**src/rtl/revo_clock_encoded_trigger_decoder.sv**
```systemverilog
// Decodes revo triggers from the IDDR sample pair of a clock-encoded trg line, learns the
// revo period and flywheels over missing revos with synthetic pulses.
module revo_clock_encoded_trigger_decoder #(
    parameter int COUNTER_WIDTH = 16,
    parameter int LOCK_COUNT    = 4,
    parameter int MAX_MISSES    = 3,
    parameter int ERROR_WIDTH   = 8,
    localparam int MISS_W       = $clog2(MAX_MISSES + 1),
    localparam int MATCH_W      = $clog2(LOCK_COUNT + 1)
) (
    input  logic                     clock,
    input  logic                     reset,
    input  logic                     enc_rise,
    input  logic                     enc_fall,
    output logic                     trigger_out,
    output logic                     revo_out,
    output logic                     revo_synthetic,
    output logic                     unexpected_trigger,
    output logic                     coding_error,
    output logic                     locked,
    output logic [1:0]               state,
    output logic [COUNTER_WIDTH-1:0] period,
    output logic [MISS_W-1:0]        miss_count,
    output logic [ERROR_WIDTH-1:0]   error_count
);

    typedef enum logic [1:0] {
        UNLOCKED = 2'd0,
        ACQUIRE  = 2'd1,
        LOCKED   = 2'd2
    } state_t;

    function automatic logic [COUNTER_WIDTH-1:0] counter_inc(input logic [COUNTER_WIDTH-1:0] v);
        return (&v) ? v : v + COUNTER_WIDTH'(1);
    endfunction

    function automatic logic [ERROR_WIDTH-1:0] error_inc(input logic [ERROR_WIDTH-1:0] v);
        return (&v) ? v : v + ERROR_WIDTH'(1);
    endfunction

    state_t                   state_q;
    state_t                   state_next;
    logic [1:0]               sym_p0;
    logic                     vld_p0;
    logic                     prev_trig_p1;
    logic [COUNTER_WIDTH-1:0] counter_q;
    logic [COUNTER_WIDTH-1:0] counter_next;
    logic [COUNTER_WIDTH-1:0] period_next;
    logic [MATCH_W-1:0]       match_q;
    logic [MATCH_W-1:0]       match_next;
    logic [MATCH_W-1:0]       match_inc;
    logic [MISS_W-1:0]        miss_next;
    logic                     sym_trig;
    logic                     sym_err;
    logic                     trig;
    logic                     at_period;
    logic                     revo_d;
    logic                     synth_d;
    logic                     unexp_d;

    // Stage p0: capture the raw IDDR symbol.
    always_ff @(posedge clock or posedge reset) begin
        if (reset) begin
            sym_p0 <= 2'b01;
            vld_p0 <= 1'b0;
        end else begin
            sym_p0 <= {enc_rise, enc_fall};
            vld_p0 <= 1'b1;
        end
    end

    // Stage p1: classify the symbol; {0,0} and {1,0} are both missing the high second half.
    assign sym_trig  = vld_p0 && (sym_p0 == 2'b11);
    assign sym_err   = vld_p0 && !sym_p0[0];
    assign trig      = sym_trig && !prev_trig_p1;
    assign at_period = (counter_q == period);
    assign state     = state_q;
    assign locked    = (state_q == LOCKED);

    always_ff @(posedge clock or posedge reset) begin
        if (reset) begin
            state_q <= UNLOCKED;
        end else begin
            state_q <= state_next;
        end
    end

    always_comb begin
        state_next   = state_q;
        counter_next = counter_inc(counter_q);
        period_next  = period;
        match_next   = match_q;
        match_inc    = '0;
        miss_next    = miss_count;
        case (state_q)
            UNLOCKED: begin
                if (trig) begin
                    counter_next = COUNTER_WIDTH'(1);
                    match_next   = '0;
                    state_next   = ACQUIRE;
                end
            end
            ACQUIRE: begin
                if (trig) begin
                    counter_next = COUNTER_WIDTH'(1);
                    if ((match_q != '0) && at_period) begin
                        match_inc = match_q + MATCH_W'(1);
                    end else begin
                        period_next = counter_q;
                        match_inc   = MATCH_W'(1);
                    end
                    match_next = match_inc;
                    if (match_inc == MATCH_W'(LOCK_COUNT)) begin
                        state_next = LOCKED;
                        miss_next  = '0;
                    end
                end else if (&counter_q) begin
                    state_next = UNLOCKED;
                end
            end
            LOCKED: begin
                // Off-phase triggers leave the counter running so the flywheel keeps its phase.
                if (at_period) begin
                    counter_next = COUNTER_WIDTH'(1);
                    if (trig) begin
                        miss_next = '0;
                    end else begin
                        miss_next = miss_count + MISS_W'(1);
                        if (miss_next == MISS_W'(MAX_MISSES)) begin
                            state_next = UNLOCKED;
                        end
                    end
                end
            end
            default: begin
                state_next = UNLOCKED;
            end
        endcase
    end

    always_comb begin
        revo_d  = 1'b0;
        synth_d = 1'b0;
        unexp_d = 1'b0;
        case (state_q)
            UNLOCKED, ACQUIRE: begin
                revo_d = trig;
            end
            LOCKED: begin
                if (at_period) begin
                    revo_d  = 1'b1;
                    synth_d = !trig;
                end else begin
                    unexp_d = trig;
                end
            end
            default: begin
                revo_d = 1'b0;
            end
        endcase
    end

    always_ff @(posedge clock or posedge reset) begin
        if (reset) begin
            prev_trig_p1       <= 1'b0;
            counter_q          <= '0;
            period             <= '0;
            match_q            <= '0;
            miss_count         <= '0;
            error_count        <= '0;
            trigger_out        <= 1'b0;
            revo_out           <= 1'b0;
            revo_synthetic     <= 1'b0;
            unexpected_trigger <= 1'b0;
            coding_error       <= 1'b0;
        end else begin
            prev_trig_p1       <= sym_trig;
            counter_q          <= counter_next;
            period             <= period_next;
            match_q            <= match_next;
            miss_count         <= miss_next;
            error_count        <= sym_err ? error_inc(error_count) : error_count;
            trigger_out        <= trig;
            revo_out           <= revo_d;
            revo_synthetic     <= synth_d;
            unexpected_trigger <= unexp_d;
            coding_error       <= sym_err;
        end
    end

endmodule
```
**config.mk**
```make
export PLATFORM = sky130hd
export DESIGN_NAME = revo_clock_encoded_trigger_decoder
export DESIGN_NICKNAME = d
export VERILOG_FILES = /design/src/rtl/revo_clock_encoded_trigger_decoder.sv
export SDC_FILE = /design/constraint.sdc
export NUM_CORES = 1
export LEC_CHECK = 0
export CAP_MARGIN = 20
export CORE_ASPECT_RATIO = 2
export CORE_MARGIN = 2
export CORE_UTILIZATION = 45
export DETAILED_ROUTE_END_ITERATION = 12
export DONT_BUFFER_PORTS = 1
export PLACE_DENSITY = 0.58
export SLEW_MARGIN = 20
export SYNTH_ARGS = -nofsm -noshare
export SYNTH_HDL_FRONTEND = slang
export SYNTH_SLANG_ARGS = --single-unit
```
**constraint.sdc**
```tcl
create_clock -name clock -period 5.6 [get_ports clock]
set_input_delay 0.84 -clock clock [delete_from_list [all_inputs] [get_ports clock]]
set_output_delay 0.84 -clock clock [all_outputs]
set_load 0.01 [all_outputs]
```
==> impl_metrics.env <==
export IMPL_detailedRoute_firstPassIterationCount=4
export IMPL_outcome="complete, no violations"
export IMPL_std_cell_rows=40
export IMPL_tritoncts="done"
export IMPL_design_final_nets=245
export IMPL_asyncSetResetFlopFracSynth=1.000
export IMPL_via_per_inst=5.683
export IMPL_clk_latency_ns=0.30
export IMPL_holdWs_ns=0.3773
export IMPL_cts_inserted_buffers=5
export IMPL_via_count_of_the_first_global_routing_pass=1795
export IMPL_antennaDiodeCount=0
export IMPL_grt_first_pass_wirelength_mm=9.121
export IMPL_timing_final_crit_share=0.4373
export IMPL_die_area_mm2=0.006793
export IMPL_grt_use_met1=0.2030
export IMPL_clk_pin_slew_ns=0.08
export IMPL_detail_route_wirelength_mm=5.395
export IMPL_syn_inst=234
export IMPL_cap_viol_max_count=0
export IMPL_period_minus_slack_ns=2.449
export IMPL_post_cts_buffers=0
export IMPL_die_height_um=114.6
export IMPL_synth_area_mm2=0.002751
export IMPL_grt_setup_unrepaired="false"
export IMPL_timing_final_setup_violations=0
export IMPL_cp_max_fo=17
export IMPL_power_leakage_nw=1.408
export IMPL_dp_final_hpwl_mm=3.934
export IMPL_worst_setup_path_startpoint="counter_q[7]"
export IMPL_synth_edff_count=0
export IMPL_ys_flop_type="sky130_fd_sc_hd__dfrtp_1"
export IMPL_cts_root_buffer="sky130_fd_sc_hd__clkbuf_16"
export IMPL_critPathRequiredTime_ns=5.78
export IMPL_library_cells_used_by_synthesis=43
export IMPL_count_of_state_elements_after_synthesis=56
export IMPL_synthesis_area_per_instance_um2=11.76
export IMPL_final_design_area_no_fill_mm2=0.002938
export IMPL_filler_cell_count=533
export IMPL_criticalPathCategory="register to register"
export IMPL_grt_max_degree=41
export IMPL_final_hold_violation_count=0
export IMPL_worst_endpoint_arrival_ns=2.63
export IMPL_global_route_overflow_total=0
export IMPL_globalplace_congestion=0.8251
export IMPL_globalRoute_busiestLayer="met2"
export IMPL_floorplan_die_width_um=59.29
export IMPL_rr_startpoint="counter_q[7]"
export IMPL_met2_usage=0.3026
export IMPL_timing_worst_slew_pin_value_ns=0.7722
export IMPL_global_route_usage_met3=0.04407
export IMPL_routed_wire_length_per_instance_um=17.98
export IMPL_routed_via_count=1705
export IMPL_yosys_warnings=0
export IMPL_top_level_ports=38
export IMPL_postCtsHoldBufs=0
export IMPL_post_layout_total_power_mw=1.156
export IMPL_port_buffers=0
export IMPL_power_density_mw_per_mm2=393.4
export IMPL_timing_max_slew_rel_slack=0.4851
export IMPL_drive_gt1_frac=0.1730
export IMPL_clock_skew_ns=0.01150
export IMPL_critPathCaptureType="register"
export IMPL_areaGrowthSynthToFinish_pct=6.776
export IMPL_setup_tns_final_ns=0
export IMPL_drtIter0Drc=35
export IMPL_layout_core_utilization=0.4933
export IMPL_seq_area_frac_synth=0.5098
export IMPL_fp_coreArea_mm2=0.005956
export IMPL_ctsResizeCount=0
export IMPL_cts_path_max_buffers=2
export IMPL_fmaxAchievable_mhz=408.4
export IMPL_start_kind="register"
export IMPL_initial_core_util=0.4620
export IMPL_timing_max_transition_violations_final=0
export IMPL_mappedNetlistNets=243
export IMPL_postPlaceCellArea_mm2=0.002790
export IMPL_grt_use_total=0.1811
export IMPL_htreeDepth=2
export IMPL_cts_sinks=56
export IMPL_drc=0
export IMPL_antenna_violating_nets_post_route=0
export IMPL_number_of_antenna_violations_at_the_first_check_in_global_routing=0
export IMPL_peak_vdd_ir_uv=251.2
export IMPL_hold_path_class="input pin to async pin"
[layer usage]
metal  routed length [µm]  vias up
li1                     -      818
met1                 2040      846
met2                 2981       30
met3                  195       11
met4                  178        0
met5                    0        -
[cell families after synthesis]
kind of cell    count (synthesis)  synth area share
other cells                     1          0.001363
flops                          56            0.5098
buf+inv                        16           0.03092
simple gates                   75            0.1714
compound gates                 29           0.06867
fa+ha+maj                       5           0.02274
xor+xnor                       31           0.09868
mux                            21           0.09641
[cell usage in the layout (no fill, tap or decap), types with 3 or more instances in the layout]
master and instances:
sky130_fd_sc_hd__and3_2 3, sky130_fd_sc_hd__inv_1 9, sky130_fd_sc_hd__xnor2_1 8, sky130_fd_sc_hd__mux2_2 8, sky130_fd_sc_hd__nor2_1 17, sky130_fd_sc_hd__nor3_1 4, sky130_fd_sc_hd__mux2i_1 4, sky130_fd_sc_hd__a21oi_1 4
sky130_fd_sc_hd__or3_1 3, sky130_fd_sc_hd__nand4_1 4, sky130_fd_sc_hd__nand2b_1 6, sky130_fd_sc_hd__ha_1 5, sky130_fd_sc_hd__o21ai_0 14, sky130_fd_sc_hd__clkbuf_16 5, sky130_fd_sc_hd__dfrtp_1 55, sky130_fd_sc_hd__mux2_4 9
sky130_fd_sc_hd__and3_1 5, sky130_fd_sc_hd__nand3_1 7, sky130_fd_sc_hd__xor2_1 23, sky130_fd_sc_hd__nor4_4 3, sky130_fd_sc_hd__nand2_1 10
[report_power, final]
part	total [mW]	switching, mW	internal, mW
Clock	0.317	0.150	0.168
Sequential	0.578	0.110	0.468
Combinational	0.260	0.134	0.127
[registers in the layout, indices dropped and copies added (netlist names)]
signal,count
prev_trig_p1,1
miss_count,2
unexpected_trigger,1
state,2
revo_out,1
period,16
error_count,8
vld_p0,1
trigger_out,1
match_q,3
counter_q,16
sym_p0,2
revo_synthetic,1
coding_error,1
[final cells by class]
class,instances,area [µm²],area share
sequential,56,1403,0.4774
multi-input combinational,162,1264,0.4302
clock buffer,5,125.1,0.04259
tap,63,78.83,0.02683
inverter,10,37.54,0.01278
clock inverter,3,22.52,0.007666
timing repair buffer,1,7.507,0.002555
[critical path, cell delays in order, from the launching register on]
cell,delay (ns)
sky130_fd_sc_hd__dfrtp_1,0.46
sky130_fd_sc_hd__xor2_1,0.20
sky130_fd_sc_hd__nor4_2,0.39
sky130_fd_sc_hd__nand4_4,0.23
sky130_fd_sc_hd__o21ai_4,0.64
sky130_fd_sc_hd__mux2_2,0.41
[cell usage after synthesis, types with 5 or more instances]
master | n | area share
sky130_fd_sc_hd__mux2_4 | 9 | 0.049
sky130_fd_sc_hd__mux2_2 | 8 | 0.033
sky130_fd_sc_hd__ha_1 | 5 | 0.023
sky130_fd_sc_hd__nor2_1 | 17 | 0.023
sky130_fd_sc_hd__o21ai_0 | 14 | 0.025
sky130_fd_sc_hd__xor2_1 | 23 | 0.073
sky130_fd_sc_hd__xnor2_1 | 8 | 0.025
sky130_fd_sc_hd__nand2_1 | 10 | 0.014
sky130_fd_sc_hd__inv_1 | 10 | 0.014
sky130_fd_sc_hd__and3_1 | 5 | 0.011
sky130_fd_sc_hd__nand2b_1 | 6 | 0.014
sky130_fd_sc_hd__nand3_1 | 7 | 0.013
sky130_fd_sc_hd__dfrtp_1 | 55 | 0.50
[through the flow]
step / cells / worst slack, ns
after floorplan: 234 / 3.390
after global placement: 292 / 3.159
after detailed placement: 292 / 3.115
after CTS: 300 / 3.101
after global routing: 300 / 3.018
final: 300 / 3.151
[final timing paths]
path                       cells after the start  slack [ns]             to
setup / recovery                               5        3.15     period[13]
hold / removal                                 1        0.38  miss_count[0]
setup reg to reg                               5        3.15     period[13]
hold reg to reg                                1        0.52   prev_trig_p1
max in group asynchronous                      2        4.37      period[1]
min in group clock                             1        0.52   prev_trig_p1
Note: power is estimated with default switching activity, not from simulation.
